==> src/rtl/iir_pkg.sv <==
// Shared types, coefficient indices and saturation helper for the biquad cascade.
// Optional rounding is selected by defining IIR_ROUND_EN (see iir_mac).
package iir_pkg;

  typedef enum logic [2:0] {
    StIdle,
    StFb1,
    StFb2,
    StWn,
    StFf0,
    StFf1,
    StFf2,
    StDone
  } state_e;

  typedef enum logic [2:0] {
    MacHold,
    MacLoad,
    MacSub,
    MacAdd,
    MacAddQ,
    MacClr
  } mac_op_e;

  localparam int K_B0 = 0;
  localparam int K_B1 = 1;
  localparam int K_B2 = 2;
  localparam int K_A1 = 3;
  localparam int K_A2 = 4;

  localparam int unsigned DEF_FRAC = 14;
  localparam int unsigned ONE_Q = 1 << DEF_FRAC;

  // Clamp a signed value to the range of a signed integer of the given width.
  function automatic logic signed [63:0] sat(input logic signed [63:0] value,
                                             input int unsigned width);
    logic signed [63:0] hi;
    logic signed [63:0] lo;
    hi = (64'sd1 <<< (width - 1)) - 64'sd1;
    lo = -(64'sd1 <<< (width - 1));
    if (value > hi) return hi;
    if (value < lo) return lo;
    return value;
  endfunction

endpackage

==> src/rtl/iir_mac.sv <==
// Shared multiply-accumulator for the biquad cascade, with saturating requantisation.
// Define IIR_ROUND_EN to round half up before every right shift by FRAC.
module iir_mac
  import iir_pkg::*;
#(
  parameter int unsigned DW   = 12,
  parameter int unsigned CW   = 16,
  parameter int unsigned SW   = 16,
  parameter int unsigned FRAC = 14,
  parameter int unsigned ACCW = 40
) (
  input  logic                 clk,
  input  logic                 rst,
  input  logic [2:0]           i_op,
  input  logic signed [CW-1:0] i_coef,
  input  logic signed [SW-1:0] i_oper,
  input  logic signed [DW-1:0] i_load,
  output logic signed [SW-1:0] o_wn,
  output logic signed [DW-1:0] o_x
);

`ifdef IIR_ROUND_EN
  localparam logic signed [ACCW-1:0] RND = ACCW'(1) <<< (FRAC - 1);
`endif

  logic signed [ACCW-1:0]    r_acc;
  logic signed [ACCW-1:0]    w_acc_d;
  logic signed [ACCW-1:0]    w_prod_ext;
  logic signed [ACCW-1:0]    w_sum;
  logic signed [ACCW-1:0]    w_dif;
  logic signed [ACCW-1:0]    w_load_sh;
  logic signed [ACCW-1:0]    w_q_sec;
  logic signed [CW+SW-1:0]   w_coef_x;
  logic signed [CW+SW-1:0]   w_oper_x;
  logic signed [CW+SW-1:0]   w_prod;
  logic signed [DW-1:0]      w_x_sec;

  function automatic logic signed [ACCW-1:0] quant(input logic signed [ACCW-1:0] v);
`ifdef IIR_ROUND_EN
    return (v + RND) >>> FRAC;
`else
    return v >>> FRAC;
`endif
  endfunction

  function automatic logic signed [63:0] ext64(input logic signed [ACCW-1:0] v);
    return {{(64 - ACCW){v[ACCW-1]}}, v};
  endfunction

  assign w_coef_x   = {{SW{i_coef[CW-1]}}, i_coef};
  assign w_oper_x   = {{CW{i_oper[SW-1]}}, i_oper};
  assign w_prod     = w_coef_x * w_oper_x;
  assign w_prod_ext = {{(ACCW - CW - SW){w_prod[CW+SW-1]}}, w_prod};
  assign w_sum      = r_acc + w_prod_ext;
  assign w_dif      = r_acc - w_prod_ext;
  assign w_load_sh  = {{(ACCW - DW){i_load[DW-1]}}, i_load} <<< FRAC;

  // Section output is requantised on the final add so the next section starts from x <<< FRAC.
  assign w_x_sec = DW'(sat(ext64(quant(w_sum)), DW));
  assign w_q_sec = {{(ACCW - DW){w_x_sec[DW-1]}}, w_x_sec} <<< FRAC;

  assign o_wn = SW'(sat(ext64(quant(r_acc)), SW));
  assign o_x  = DW'(r_acc >>> FRAC);

  always_comb begin
    w_acc_d = r_acc;
    unique case (i_op)
      MacLoad: w_acc_d = w_load_sh;
      MacSub:  w_acc_d = w_dif;
      MacAdd:  w_acc_d = w_sum;
      MacAddQ: w_acc_d = w_q_sec;
      MacClr:  w_acc_d = '0;
      default: w_acc_d = r_acc;
    endcase
  end

  always_ff @(posedge clk or posedge rst) begin
    if (rst) begin
      r_acc <= '0;
    end else begin
      r_acc <= w_acc_d;
    end
  end

endmodule

==> src/rtl/iir_sos_cascade.sv <==
// Cascade of Direct-Form-II biquads sharing one time-multiplexed MAC; coefficients run-time loadable.
// Define IIR_ROUND_EN for round-half-up requantisation instead of truncation.
module iir_sos_cascade
  import iir_pkg::*;
#(
  parameter int unsigned SECTIONS = 3,
  parameter int unsigned DW       = 12,
  parameter int unsigned CW       = 16,
  parameter int unsigned FRAC     = DEF_FRAC,
  parameter int unsigned SW       = 16,
  parameter int unsigned ACCW     = 40
) (
  input  logic                                 clk,
  input  logic                                 rst,
  input  logic signed [DW-1:0]                 in_data,
  input  logic                                 in_valid,
  output logic                                 in_ready,
  output logic signed [DW-1:0]                 out_data,
  output logic                                 out_valid,
  input  logic                                 cfg_we,
  input  logic [$clog2(5*SECTIONS)-1:0]        cfg_addr,
  input  logic signed [CW-1:0]                 cfg_data,
  input  logic                                 clr
);

  localparam int unsigned NCOEF = 5 * SECTIONS;
  localparam int unsigned AW    = $clog2(NCOEF);
  localparam int unsigned SCW   = (SECTIONS > 1) ? $clog2(SECTIONS) : 1;
  localparam logic [AW-1:0]  NCOEF_A  = AW'(NCOEF);
  localparam logic [SCW-1:0] S_LAST   = SCW'(SECTIONS - 1);
  localparam logic [CW-1:0]  COEF_ONE = CW'(64'd1 << FRAC);

  state_e                r_state;
  logic [SCW-1:0]        r_s;
  logic                  r_ready;
  logic                  r_valid;
  logic signed [DW-1:0]  r_out;
  logic signed [SW-1:0]  r_wn;
  logic signed [CW-1:0]  r_coef [NCOEF];
  logic signed [SW-1:0]  r_w1 [SECTIONS];
  logic signed [SW-1:0]  r_w2 [SECTIONS];

  logic                  w_idle;
  logic                  w_accept;
  mac_op_e               w_op;
  logic [AW-1:0]         w_base;
  logic [AW-1:0]         w_cidx;
  logic signed [CW-1:0]  w_coef;
  logic signed [SW-1:0]  w_oper;
  logic signed [SW-1:0]  w_wn;
  logic signed [DW-1:0]  w_x;

  assign w_idle   = (r_state == StIdle);
  assign w_accept = in_valid & r_ready;
  assign w_base   = AW'(r_s) * AW'(5);
  assign w_coef   = r_coef[w_cidx];

  assign in_ready  = r_ready;
  assign out_valid = r_valid;
  assign out_data  = r_out;

  always_comb begin
    w_op   = MacHold;
    w_cidx = w_base;
    w_oper = '0;
    unique case (r_state)
      StIdle: if (w_accept) w_op = MacLoad;
      StFb1: begin
        w_op   = MacSub;
        w_cidx = w_base + AW'(K_A1);
        w_oper = r_w1[r_s];
      end
      StFb2: begin
        w_op   = MacSub;
        w_cidx = w_base + AW'(K_A2);
        w_oper = r_w2[r_s];
      end
      StWn: w_op = MacClr;
      StFf0: begin
        w_op   = MacAdd;
        w_cidx = w_base + AW'(K_B0);
        w_oper = r_wn;
      end
      StFf1: begin
        w_op   = MacAdd;
        w_cidx = w_base + AW'(K_B1);
        w_oper = r_w1[r_s];
      end
      StFf2: begin
        w_op   = MacAddQ;
        w_cidx = w_base + AW'(K_B2);
        w_oper = r_w2[r_s];
      end
      default: w_op = MacHold;
    endcase
  end

  iir_mac #(
    .DW   (DW),
    .CW   (CW),
    .SW   (SW),
    .FRAC (FRAC),
    .ACCW (ACCW)
  ) u_mac (
    .clk    (clk),
    .rst    (rst),
    .i_op   (w_op),
    .i_coef (w_coef),
    .i_oper (w_oper),
    .i_load (in_data),
    .o_wn   (w_wn),
    .o_x    (w_x)
  );

  always_ff @(posedge clk or posedge rst) begin
    if (rst) begin
      r_state <= StIdle;
      r_s     <= '0;
      r_ready <= 1'b1;
      r_valid <= 1'b0;
      r_out   <= '0;
      r_wn    <= '0;
    end else begin
      r_valid <= 1'b0;
      unique case (r_state)
        StIdle: begin
          if (w_accept) begin
            r_state <= StFb1;
            r_s     <= '0;
            r_ready <= 1'b0;
          end
        end
        StFb1: r_state <= StFb2;
        StFb2: r_state <= StWn;
        StWn: begin
          r_wn    <= w_wn;
          r_state <= StFf0;
        end
        StFf0: r_state <= StFf1;
        StFf1: r_state <= StFf2;
        StFf2: begin
          if (r_s == S_LAST) begin
            r_state <= StDone;
          end else begin
            r_s     <= r_s + SCW'(1);
            r_state <= StFb1;
          end
        end
        StDone: begin
          r_out   <= w_x;
          r_valid <= 1'b1;
          r_ready <= 1'b1;
          r_state <= StIdle;
        end
        default: r_state <= StIdle;
      endcase
    end
  end

  // Config and clear take effect on the accept edge, ahead of the first coefficient/state read.
  always_ff @(posedge clk or posedge rst) begin
    if (rst) begin
      for (int i = 0; i < NCOEF; i++) begin
        r_coef[i] <= ((i % 5) == K_B0) ? COEF_ONE : '0;
      end
      for (int i = 0; i < SECTIONS; i++) begin
        r_w1[i] <= '0;
        r_w2[i] <= '0;
      end
    end else begin
      if (w_idle && cfg_we && (cfg_addr < NCOEF_A)) begin
        r_coef[cfg_addr] <= cfg_data;
      end
      if (w_idle && clr) begin
        for (int i = 0; i < SECTIONS; i++) begin
          r_w1[i] <= '0;
          r_w2[i] <= '0;
        end
      end else if (r_state == StFf2) begin
        r_w2[r_s] <= r_w1[r_s];
        r_w1[r_s] <= r_wn;
      end
    end
  end

endmodule
==> config.mk <==
export PLATFORM = sky130hd
export DESIGN_NAME = iir_sos_cascade
export DESIGN_NICKNAME = d
export VERILOG_FILES = /design/src/rtl/iir_pkg.sv /design/src/rtl/iir_mac.sv /design/src/rtl/iir_sos_cascade.sv
export SDC_FILE = /design/constraint.sdc
export NUM_CORES = 2
export LEC_CHECK = 0
export BUFFER_PORTS_ARGS = -buffer_cell sky130_fd_sc_hd__buf_2
export CAP_MARGIN = 20
export CORE_ASPECT_RATIO = 1.5
export CORE_MARGIN = 4
export CORE_UTILIZATION = 45
export CTS_CLUSTER_DIAMETER = 50
export DETAILED_ROUTE_END_ITERATION = 12
export PLACE_DENSITY = 0.63
export RECOVER_POWER = 50
export REMOVE_ABC_BUFFERS = 1
export SLEW_MARGIN = 20
export SYNTH_ARGS = -nofsm -noshare
export SYNTH_HDL_FRONTEND = slang
export SYNTH_SLANG_ARGS = --single-unit
==> constraint.sdc <==
create_clock -name clk -period 20.1 [get_ports clk]
set_clock_uncertainty 0.2 [all_clocks]
set_input_delay 4.02 -clock clk [delete_from_list [all_inputs] [get_ports clk]]
set_output_delay 4.02 -clock clk [all_outputs]
set_load 0.05 [all_outputs]
==> metrics.md <==
| Metric | Value |
|---|---|
| Status | `complete, but fails checks` |
| Failing checks | `max-capacitance violations, max-slew violations` |
| Die Height | `around 340 µm` |
| GPL Wtd Cong | `0.978` |
| Antenna violations before repair | `2` |
| Async S/R FF share, synth | `1.00` |
| Mux contribution to synthesized area | `0.101` |
| Most frequent CP cell | `fa_1` |
| Most common cell after layout, fill and taps aside | `dfrtp_1` |
| Simple-gate share of the synthesized area | `0.134` |
| Largest family of logic cells by synthesized area | `adder cells` |
| Count of cell types in the netlist | `just under 90` |
| HP Class | `reg2reg` |
| Synth top area share | `0.305` |
| TritonCTS clock tree | `yes` |
| Fin. Hold Viols | `0` |
| Fin crit share | `0.727` |
| Post-synthesis cell area | `~0.033 mm²` |
| Worst Setup End Kind | `register` |
| Max Freq | `a little under 70 MHz` |
| Sequential area share after synthesis | `0.308` |
| Worst Path Required | `20.44 ns` |
| RSZ-0062 raised after global routing | `no` |
| Initial DRC count | `around 1700` |
| Finished Core Util | `0.492` |
| Row count | `between 100 and 150` |
| Post_cts resized | `0` |
| Initial Util | `0.453` |
| Area Growth Syn to Fin | `8.59%` |
| Final setup vio count | `0` |
| Prevailing post-synth register cell | `dfrtp_1` |
| Number of global-route vias before repair | `about 27000` |
| Layout cell share with drive strength beyond 1 | `0.144` |
| Fin nets | `between 3000 and 4000` |
| Grt total ovfl | `0` |
| Clk slew on worst S/H paths | `around 0.060 ns` |
| Yosys reg bits | `around 410` |
| Post-Synth Adder-Cell Area | `0.222` |
| Max clock buf depth | `3` |
| EDFF count, synth | `0` |
| Max-slew headroom | `-2.57` |
| Port bufs | `50` |
| Pleak | `17.2 nW` |
| Largest net degree at the start of global routing | `120` |
| Ports | `51` |
| Worst-path fanout max | `58` |
| Later-pin clock latency in the skew report | `about 0.61 ns` |
| Drt first pass iters | `5` |
| WS Path Type | `reg2reg` |
| Ys Warns | `0` |
| Area contributors post-synth | `dfrtp_1, fa_1, mux2_2, ha_1, inv_1` |
| Synth Area in Compound Gates | `0.139` |
| Post-route non-filler standard cell count | `approximately 4500` |
| Synth Area in XOR/XNOR | `0.0264` |
| Sink Count | `~400` |
| Peak supply drop | `173 µV` |
| First-pass GRT wire length | `~150000 µm` |
| DR vias/cell | `roughly 5.7` |
| # Max-Cap Violations | `5` |
| Total global-route track usage | `0.243` |
| Placed cells | `4415` |
| Worst EP arrival | `14.94 ns` |
| Fin Setup TNS | `0 ns` |
| Buffers and inverters on the worst path | `8` |
| Routed len/inst | `around 21 µm` |
| Routed Antenna Nets | `0` |
| Mean Syn Cell Area | `around 9.5 µm²` |
| Post-Route WL | `95100 µm` |
| Filler cells | `6923` |
| Crit path max-delay family | `compound AO/OA/AOI/OAI gates` |
| Post-CTS Hold Fix Bufs | `0` |
| Final min period | `~15 ns` |
| CP max stage cell | `buf_4` |
| Core Area | `about 0.074 mm²` |
| Max Slew Vio Count | `approximately 270` |
| HPWL after DPL | `69200 µm` |
| Leading area contributor after synthesis | `dfrtp_1` |
| DRC viols | `0` |
| Least-Margin Pin Slew | `approximately 5.4 ns` |
| Vias | `25600` |
| Syn Inst Count | `3515` |
| Full die area | `between 0.07 and 0.08 mm²` |
| Pwr dens | `about 180 mW/mm²` |
| Worst stage delay on the critical path | `roughly 0.69 ns` |
| CTS Root Cell | `clkbuf_16` |
| Leading cell types in the layout, fill and taps excluded | `dfrtp_1, inv_1, nand2_1, mux2_2, fa_1` |
| Critical Path Source Type | `register` |
| Total CTS buffers | `49` |
| Die Wd | `230 µm` |
| Htree depth | `2` |
| Post-CTS Setup Repair Bufs | `0` |
[power by group]
group          internal (mW)  switching [mW]  total (mW)
clock                  0.537           0.381       0.918
combinational           1.50            2.84        4.34
sequential              1.07           0.193        1.26
[flip-flops by register name (all words and copies together), names as in the netlist]
signal	cells
r_w1	48
r_w2	48
out_valid	1
r_wn	16
u_mac.r_acc	40
r_coef	240
r_s	2
out_data	12
r_state	3
in_ready	1
[Yosys cell counts (18+ instances only)]
cell type / n
a211oi_1: 25
a21o_1: 22
a21oi_1: 132
a22o_1: 99
a22oi_1: 20
a31oi_1: 42
and2_1: 26
and3_1: 18
clkbuf_1: 169
dfrtp_1: 407
fa_1: 265
ha_1: 170
inv_1: 400
mux2_2: 268
mux2i_1: 37
nand2_1: 370
nand2b_1: 82
nand3_1: 90
nor2_1: 255
nor2b_1: 42
nor3_1: 27
o211ai_1: 26
o21a_1: 20
o21ai_0: 138
o22ai_1: 18
or2_2: 22
xnor2_1: 75
xor2_1: 22
[area by class of cell]
type | instances | area [µm²] | area share
Antenna cell | 1 | 2.50 | 0.0000690
Clock buffer | 64 | 1320 | 0.0365
Clock inverter | 24 | 334 | 0.00921
Inverter | 400 | 1500 | 0.0414
Multi-Input combinational cell | 2500 | 20900 | 0.576
Sequential cell | 411 | 10300 | 0.284
Tap cell | 992 | 1240 | 0.0342
Timing Repair Buffer | 112 | 677 | 0.0187
[layer usage]
metal / wire length (µm) / part of all wire / vias to the layer above / GRT usage
li1: - / - / 11700 / -
met1: 38100 / 0.40 / 13000 / 0.298
met2: 48400 / 0.51 / 626 / 0.430
met3: 3550 / 0.037 / 230 / 0.0251
met4: 5050 / 0.053 / 2 / 0.112
met5: 13 / 0.00014 / - / 0
[kinds of logic (layout without fill, tap and decap cells)]
logic type | count (synthesis) | count (layout)
AND/OR/NAND/NOR | 982 | 982
other | 0 | 1
flip-flops | 411 | 411
XOR/XNOR | 99 | 99
buffers and inverters | 604 | 600
adder cells (fa/ha/maj) | 435 | 435
multiplexers | 305 | 305
AO/OA/AOI/OAI | 679 | 679
[final timing paths]
check	start	end	slack (ns)	cells after the start
setup / recovery	r_s[1]$_DFFE_PP0P_	u_mac.r_acc[19]$_DFFE_PP0P_	5.50	46
hold / removal	in_ready$_DFFE_PP1P_	in_ready$_DFFE_PP1P_	0.28	2
setup reg to reg	r_s[1]$_DFFE_PP0P_	u_mac.r_acc[19]$_DFFE_PP0P_	5.50	46
hold reg to reg	in_ready$_DFFE_PP1P_	in_ready$_DFFE_PP1P_	0.28	2
max in group asynchronous	rst	u_mac.r_acc[32]$_DFFE_PP0P_	9.83	5
min in group asynchronous	rst	r_coef[226]$_DFFE_PP0P_	4.84	2
[worst reg2reg max path: cells and delay by family (launching register included)]
kind | cells | cell delay [ns]
flip-flops | 1 | 0.32
buffers and inverters | 8 | 1.77
AO/OA/AOI/OAI | 20 | 6.40
adder cells (fa/ha/maj) | 9 | 4.28
AND/OR/NAND/NOR | 8 | 1.42
XOR/XNOR | 1 | 0.16
[metrics by stage]
step | setup slack (ns) | hold slack [ns] | power (mW) | area, µm²
final | 5.50 | 0.284 | 6.52 | 36300
after global routing | 4.49 | 0.303 | 7.00 | 36300
after CTS | 5.64 | 0.282 | 6.52 | 36300
after detailed placement | 5.73 | 0.274 | 5.55 | 34700
after global placement | 5.80 | 0.266 | 5.55 | 34700
after floorplan | 3.89 | 0.265 | 4.19 | 32600
Note: power is estimated with default switching activity, not from simulation.
